### config.mk
export PLATFORM = sky130hd
export DESIGN_NAME = immgen_pipe
export DESIGN_NICKNAME = d
export VERILOG_FILES = /design/src/rtl/immgen_pipe.sv
export SDC_FILE = /design/constraint.sdc
export NUM_CORES = 1
export LEC_CHECK = 0
export ABC_AREA = 1
export CORE_MARGIN = 2
export CORE_UTILIZATION = 35
export CTS_CLUSTER_DIAMETER = 120
export DETAILED_ROUTE_END_ITERATION = 10
export PLACE_DENSITY = 0.72
export SETUP_SLACK_MARGIN = 0.02
export SYNTH_ARGS = -nofsm -noshare
export SYNTH_HDL_FRONTEND = slang
export SYNTH_SLANG_ARGS = --single-unit
export TNS_END_PERCENT = 20
### constraint.sdc
create_clock -name clk -period 1.3 [get_ports clk]
set_input_delay 0.26 -clock clk [delete_from_list [all_inputs] [get_ports clk]]
set_output_delay 0.26 -clock clk [all_outputs]
set_load 0.02 [all_outputs]
### src/rtl/immgen_pipe.sv
// ID-stage immediate generator: decodes the RV32I/RV64I immediate (plus CSR zimm)
// from a raw instruction and presents it through a registered valid/ready stage.
module immgen_pipe #(
  parameter int unsigned XLEN = 32,
  parameter int unsigned SKID = 1
) (
  input  logic            clk,
  input  logic            rst,
  input  logic            flush,
  input  logic            in_valid,
  output logic            in_ready,
  input  logic [31:0]     instr,
  input  logic [2:0]      imm_sel,
  output logic            out_valid,
  input  logic            out_ready,
  output logic [XLEN-1:0] imm,
  output logic            imm_illegal
);

  localparam int unsigned W_EXT = 64;

  localparam logic [2:0] SEL_I     = 3'd0;
  localparam logic [2:0] SEL_S     = 3'd1;
  localparam logic [2:0] SEL_B     = 3'd2;
  localparam logic [2:0] SEL_U     = 3'd3;
  localparam logic [2:0] SEL_J     = 3'd4;
  localparam logic [2:0] SEL_SHAMT = 3'd5;
  localparam logic [2:0] SEL_ZIMM  = 3'd6;

  logic             w_s;
  logic [W_EXT-1:0] w_imm64;
  logic [XLEN-1:0]  w_imm;
  logic             w_illegal;
  logic             w_accept;
  logic             w_xfer;

  logic             r_out_valid;
  logic [XLEN-1:0]  r_imm;
  logic             r_illegal;
  logic             r_skid_valid;
  logic [XLEN-1:0]  r_skid_imm;
  logic             r_skid_illegal;

  assign w_s = instr[31];

  // Decode at 64 bits then truncate, so U-type sign bits fall away on XLEN=32.
  always_comb begin
    w_imm64   = '0;
    w_illegal = 1'b0;
    case (imm_sel)
      SEL_I:     w_imm64 = {{52{w_s}}, instr[31:20]};
      SEL_S:     w_imm64 = {{52{w_s}}, instr[31:25], instr[11:7]};
      SEL_B:     w_imm64 = {{52{w_s}}, instr[7], instr[30:25], instr[11:8], 1'b0};
      SEL_U:     w_imm64 = {{32{w_s}}, instr[31:12], 12'b0};
      SEL_J:     w_imm64 = {{44{w_s}}, instr[19:12], instr[20], instr[30:21], 1'b0};
      SEL_SHAMT: w_imm64 = (XLEN == 32) ? {59'b0, instr[24:20]} : {58'b0, instr[25:20]};
      SEL_ZIMM:  w_imm64 = {59'b0, instr[19:15]};
      default:   w_illegal = 1'b1;
    endcase
  end

  assign w_imm = w_imm64[XLEN-1:0];

  generate
    if (SKID != 0) begin : g_ready_skid
      assign in_ready = ~r_skid_valid;
    end else begin : g_ready_single
      assign in_ready = ~r_out_valid | out_ready;
    end
  endgenerate

  assign w_accept = in_valid & in_ready & ~flush;
  assign w_xfer   = r_out_valid & out_ready;

  // Main + skid storage; skid only ever fills behind a stalled main entry.
  always_ff @(posedge clk) begin
    if (rst) begin
      r_out_valid    <= 1'b0;
      r_imm          <= '0;
      r_illegal      <= 1'b0;
      r_skid_valid   <= 1'b0;
      r_skid_imm     <= '0;
      r_skid_illegal <= 1'b0;
    end else if (flush) begin
      r_out_valid  <= 1'b0;
      r_skid_valid <= 1'b0;
    end else if (SKID != 0 && r_skid_valid) begin
      if (w_xfer) begin
        r_imm        <= r_skid_imm;
        r_illegal    <= r_skid_illegal;
        r_skid_valid <= 1'b0;
      end
    end else if (w_accept) begin
      if (!r_out_valid || w_xfer) begin
        r_out_valid <= 1'b1;
        r_imm       <= w_imm;
        r_illegal   <= w_illegal;
      end else if (SKID != 0) begin
        r_skid_valid   <= 1'b1;
        r_skid_imm     <= w_imm;
        r_skid_illegal <= w_illegal;
      end
    end else if (w_xfer) begin
      r_out_valid <= 1'b0;
    end
  end

  assign out_valid   = r_out_valid;
  assign imm         = r_imm;
  assign imm_illegal = r_illegal;

endmodule

==> results of run 1 <==
## cell families (layout without fill, tap and decap cells)
logic type	after synthesis	in the layout	synth area share [%]
AO/OA/AOI/OAI	126	126	20.84
flip-flops	68	68	41.75
AND/OR/NAND/NOR	215	215	26.98
buffers and inverters	76	171	10.44
## repair_timing
action / in CTS / in global routing
hold buffers: 0 / 0
pin swaps: 1 / 3
buffers inserted: 0 / 5
hold endpoints to repair: 0 / 0
resized for setup: 95 / 74
gates cloned: 0 / 6
setup endpoints to repair: 92 / 87
## synth_stat cells
cell,number,area share (%)
a211oi_1,1,0.23
o21a_1,1,0.23
dfxtp_1,68,42
nor2_1,39,4.5
nand3_1,13,2.0
a21oi_1,60,9.2
clkbuf_1,10,1.2
a31oi_1,17,3.3
nand2_4,2,0.69
o21ai_0,43,6.6
buf_1,3,0.35
nor3_1,1,0.15
buf_2,14,2.1
inv_1,35,4.0
nor2_2,3,0.58
inv_2,9,1.0
a21oi_4,1,0.50
a21oi_2,2,0.54
a221oi_1,1,0.27
buf_6,5,1.7
nand4_1,8,1.5
nand2_1,144,17
nand2_2,5,0.96
## where the power goes
part | internal, uW | switching (uW) | leakage, uW
combinational | 353 | 504 | 0.00150
sequential | 2160 | 40.7 | 0.000555
clock | 984 | 824 | 0.000102
total | 3500 | 1370 | 0.00215
## stage by stage
step | setup slack [ps] | std cells
after floorplan | -18.34 | 485
after global placement | -409.0 | 664
after detailed placement | -450.4 | 664
after CTS | -58.54 | 680
after global routing | -109.9 | 691
final | -47.72 | 691
## cell type report
class	instances	area [sq um]	share of cell area, %
Clock buffer	12	155.1	3.350
Clock inverter	4	47.55	1.026
Inverter	44	172.7	3.728
Multi-Input combinational cell	341	1687	36.41
Sequential cell	68	1364	29.44
Tap cell	111	138.9	2.998
Timing Repair Buffer	111	1067	23.04
## critical path, cell delays in order, from the launching register on
cell and delay (ps):
dfxtp_2 340, inv_2 60, nor2_4 120, inv_2 70, nor2_4 180, buf_12 150, buf_6 100, clkbuf_16 130
a31oi_1 80
## worst max-delay path by stage
stage,depth (start not counted),endpoint,startpoint,slack (ps)
after floorplan,7,r_skid_imm[25]$_SDFFE_PP0P_,out_valid$_SDFFE_PP0P_,-20
after global placement,7,imm[3]$_SDFFE_PP0P_,imm_sel[0],-410
after detailed placement,7,imm[3]$_SDFFE_PP0P_,imm_sel[0],-450
after CTS,2,in_ready,r_skid_valid$_SDFF_PP0_,-60
after global routing,8,r_skid_imm[22]$_SDFFE_PP0P_,out_valid$_SDFFE_PP0P_,-110
final,8,r_skid_imm[22]$_SDFFE_PP0P_,out_valid$_SDFFE_PP0P_,-50
## flip-flops by register name, indices dropped and copies added (netlist names)
signal,flops
out_valid,1
imm_illegal,1
r_skid_valid,1
imm,32
r_skid_imm,32
r_skid_illegal,1
## layer usage
metal,vias up,share of wire [%]
met5,-,0
met4,0,2.3
met3,20,5.7
met2,126,47
met1,1624,45
li1,1760,-
==> impl_metrics.yaml, run 1 <==
floorplanning:
  row_count: 35
  dieHeight_um: 100.5
  io-pin-count: 75
  core_region_area_sq_um: 9153
  die_area_sq_um: 10100
  start_util_pct: 35.63
  die_w_um: 100.5
timing:
  finalClockSkew_ps: 6.410
  finalWorstSetupSlack_ps: -47.72
  period_share_pct: 103.7
  fmax_mhz: 742.0
  finalCriticalPeriod_ps: 1348
  setup_violations: 19
  maxSlewHeadroom_pct: 76.07
  setup_tns_ps: -409.0
  slew_viol_final: 0
  hold_viol_final: 0
  worst_pin_slew_ps: 358.9
  rsz0062_at_grt: "yes"
  hold_ws_ps: 321.2
cells_and_area:
  drive_above_1_share_pct: 24.48
  antenna-diode-count: 0
  nFillCells: 863
  layout_common_cells: "143 x nand2_1, 66 x dfxtp_1, 46 x a21oi_1"
  final_nets: 615
  layout_commonest_cell: "nand2_1"
  final_area_sq_um: 4632
  area_growth_pct: 42.06
  final_core_util_pct: 50.61
synthesis:
  synth.cell_area_sq_um: 3261
  ys_ff_latch: 68
  synth_nets: 525
  ys_seq_area_share_pct: 41.75
  synth.lib_cells_used.distinct: 23
  synth_area_per_cell_sq_um: 6.723
  syn_inst: 485
  ys.warnings.count: 0
grt:
  grt_start_max_net_pins: 39
  antenna_found_initial: 0
  grt_pass1_wl_um: 15100
  use_met1_pct: 24.28
  grt_pass1_vias: 3299
  busiest_layer: "met2"
  grtUsageMet3_pct: 4.438
  grt_overflow_total: 0
  use_met2_pct: 30.36
  grt_usage_pct: 18.86
place:
  io_buffers: 67
  placed_area_sq_um: 4187
  gp_congestion: 0.8636
  dp_hpwl_um: 6265
clock_tree:
  cts_buffers: 9
  clk_pin_slew_worst_paths_ps: 70
  tritoncts: "built"
  cts_root_buf: "clkbuf_8"
  clk_latency_ps: 360
  cts.sinks: 68
  htreeDepth: 3
  cts_max_path_buffers: 2
power:
  peakVddDrop_v: 0.0006708
  p_leak_uw: 0.002154
  power_density_nw_per_um2: 1051
  power_uw: 4868
setup_path:
  ff2ff_path_depth: 8
  worstSetupPathType: "reg2reg"
  crit_required_ps: 1530
  rr_endpoint: "r_skid_imm[22]$_SDFFE_PP0P_"
  endpoint_kind: "flip-flop"
  r2r-start: "out_valid$_SDFFE_PP0P_"
  critical_path.max_fanout: 5
  arrival_ps: 1580
  reg2reg_slack_ps: -50
  critPathLaunchType: "flip-flop"
outcome:
  status: "finished, violations left"
  failed_checks: "negative setup slack"
min_path:
  worstHoldStart: "flush"
  hp-class: "in2reg"
  hold_end: "r_skid_valid$_SDFF_PP0_"
  hold_depth: 5
route:
  wl_per_cell_um: 14.45
  vias: 3530
  routed_wl_um: 9982
  route.detailed.drc: 0
  dr.first_iter.drc_count: 327
  viasPerCell: 5.109
  firstDrtPassIters: 5
  detail-route-antenna-nets: 0
flow_run:
  drv_cap: 0
No activity file was read; power rests on OpenSTA's default activity.
==> run 2, diff against run 1 <==
Settings changed: ABC_AREA 1 to not set, ABC_CLOCK_PERIOD_IN_PS set to 1300, PLACE_DENSITY 0.72 to 0.71.
==> run 2 against run 1 <==
The flow still finishes with violations (negative setup slack). First-iteration DRC count down 6.1%. Count of clock-buffer cells in the layout down 1. Clock skew about the same. Sequential cell count unchanged. Power up 2.1%. Wire length up 12%. Sequential share of layout area down 3.1 points. Critical path depth down 3. Die area up 6.4%. Worst setup slack worse by 150 ps. Critical endpoint is now r_skid_imm[5]$_SDFFE_PP0P_. Largest power group unchanged.
==> impl_metrics.yaml, run 2 <==
outcome:
  status: "finished, violations left"
  failed_checks: "negative setup slack"
synthesis:
  netlist.area_leader.share_pct: 39.12
  synth.cell_area_sq_um: 3480
  netlist_top_cells_area: "dfxtp_1 39%, nor2_1 6.7%, a211oi_1 6.3%, o41ai_2 4.7%, nand3b_1 4.5%"
  synth.lib_cells_used.distinct: 46
  synth_edf_count: 0
  synth_common_cells: "68 x dfxtp_1, 62 x nor2_1, 29 x a211oi_1"
  ys.warnings.count: 0
  syn_inst: 405
  ys_seq_area_share_pct: 39.12
  synth-main-ff-cell: "dfxtp_1"
  synth_top_area_cell: "dfxtp_1"
  yosysMostFrequentCell: "dfxtp_1"
  ys_ff_latch: 68
  synthArstFlopShare_pct: 0
  synth_area_per_cell_sq_um: 8.592
  synth_nets: 445
timing:
  fmax_mhz: 669.4
  worst_pin_slew_ps: 486.4
  rsz0062_at_grt: "yes"
  slew_viol_final: 0
  maxSlewHeadroom_pct: 67.57
  finalCriticalPeriod_ps: 1494
  setup_violations: 67
  finalClockSkew_ps: 6.724
  hold_viol_final: 0
  period_share_pct: 114.9
  finalWorstSetupSlack_ps: -193.9
  setup_tns_ps: -6619
route:
  wl_per_cell_um: 17.15
  route.detailed.drc: 0
  firstDrtPassIters: 5
  dr.first_iter.drc_count: 307
  routed_wl_um: 11220
  viasPerCell: 5.676
  vias: 3712
  detail-route-antenna-nets: 0
setup_path:
  critical_path.max_fanout: 14
  worstSetupPathType: "reg2reg"
  crit_required_ps: 1530
  critPathLaunchType: "flip-flop"
  endpoint_kind: "flip-flop"
  arrival_ps: 1720
grt:
  grt_usage_pct: 20.63
  grt_pass1_wl_um: 18350
  grt_overflow_total: 0
  grt_start_max_net_pins: 38
  antenna_found_initial: 0
  grt_pass1_vias: 3647
cells_and_area:
  drive_above_1_share_pct: 36.85
  layout_commonest_cell: "dfxtp_1"
  final_area_sq_um: 5186
  final_nets: 557
  layout_common_cells: "66 x dfxtp_1, 54 x nor2_1, 50 x buf_4"
  final_cells: 654
  nFillCells: 892
  area_growth_pct: 49.05
  antenna-diode-count: 0
place:
  gp_congestion: 0.8771
  pre_cts_slack_ps: -733.0
  placed_area_sq_um: 4677
  dp_hpwl_um: 7453
  io_buffers: 67
  dp.cells: 625
floorplanning:
  dieHeight_um: 103.7
  die_w_um: 103.7
  io-pin-count: 75
  core_region_area_sq_um: 9729
  row_count: 36
  die_area_sq_um: 10750
  start_util_pct: 35.76
power:
  p_leak_uw: 0.002012
  power_density_nw_per_um2: 958.8
  power_uw: 4972
  peakVddDrop_v: 0.0005133
clock_tree:
  tritoncts: "built"
  cts_root_buf: "clkbuf_8"
  ctsHoldBuffers: 0
  cts_max_path_buffers: 2
  htreeDepth: 3
  cts.sinks: 68
  clk_pin_slew_worst_paths_ps: 70
  clk_latency_ps: 340
  cts_buffers: 9
flow_run:
  drv_cap: 0
min_path:
  hp-class: "in2reg"
-- run 2: cell count changes after synthesis, sizes merged, moves of 11 or more --
cell and delta:
nand2 -135, nor2 +21, o211ai +14, nand4b +13, a31oi -17, nor3 +27
a211oi +30, o21ai -37, nand3b +21, o41ai +11, inv -37, a21oi -49
-- run 2: path summary, 6_finish.rpt --
check             depth (start not counted)  slack [ps]                         end                    start
setup / recovery                          5        -190  r_skid_imm[5]$_SDFFE_PP0P_  r_skid_valid$_SDFF_PP0_
hold / removal                            3         400         imm[6]$_SDFFE_PP0P_                      rst
setup reg to reg                          5        -190  r_skid_imm[5]$_SDFFE_PP0P_  r_skid_valid$_SDFF_PP0_
hold reg to reg                           2         460        imm[17]$_SDFFE_PP0P_     imm[17]$_SDFFE_PP0P_
-- run 2: kinds of logic after synthesis --
logic type / synth area share, %
compound gates: 22.98
xor+xnor: 0.2518
fa+ha+maj: 0.3236
buf+inv: 6.472
flops: 39.12
mux: 0.2877
simple gates: 30.56
-- run 2: through the flow --
stage               utilization, %  hold WS [ps]
detailed placement           48.07         446.9
floorplan                        -         369.8
finish                       53.31         403.1
CTS                          52.92         381.5
global placement             48.07         438.5
global route                 53.31         409.9
-- run 2: area by class of cell --
cell class	count	area [sq um]	area share (%)
inverters	8	32.53	0.6273
repair buffers	142	1252	24.15
clock inverters	4	47.55	0.9168
flip-flops and latches	68	1366	26.35
clock buffers	11	152.6	2.943
well taps	133	166.4	3.209
multi-input cells	288	2168	41.81
-- run 2: where the power goes --
part / internal [uW] / switching [uW]
Combinational: 458 / 526
Clock: 987 / 815
Sequential: 2150 / 40.2
-- run 2: what timing repair did --
item                       in CTS  in global routing
setup endpoints to repair     101                 94
pin swaps                      27                  9
cloned                          6                  0
resized for setup             125                 60
buffers inserted                8                  1
-- run 2: critical path: stages, from the launching register on --
cell and delay, ps:
dfxtp_2 350, nand2b_4 170, buf_4 140, or3_4 450, a22oi_1 220, nor2_1 60
-- run 2: per-layer routing --
| metal | track usage (%) | wire length (um) |
|---|---|---|
| met5 | 0 | 0 |
| met4 | 8.108 | 187 |
| met3 | 5.286 | 884 |
| met2 | 32.73 | 5334 |
| met1 | 26.89 | 4811 |
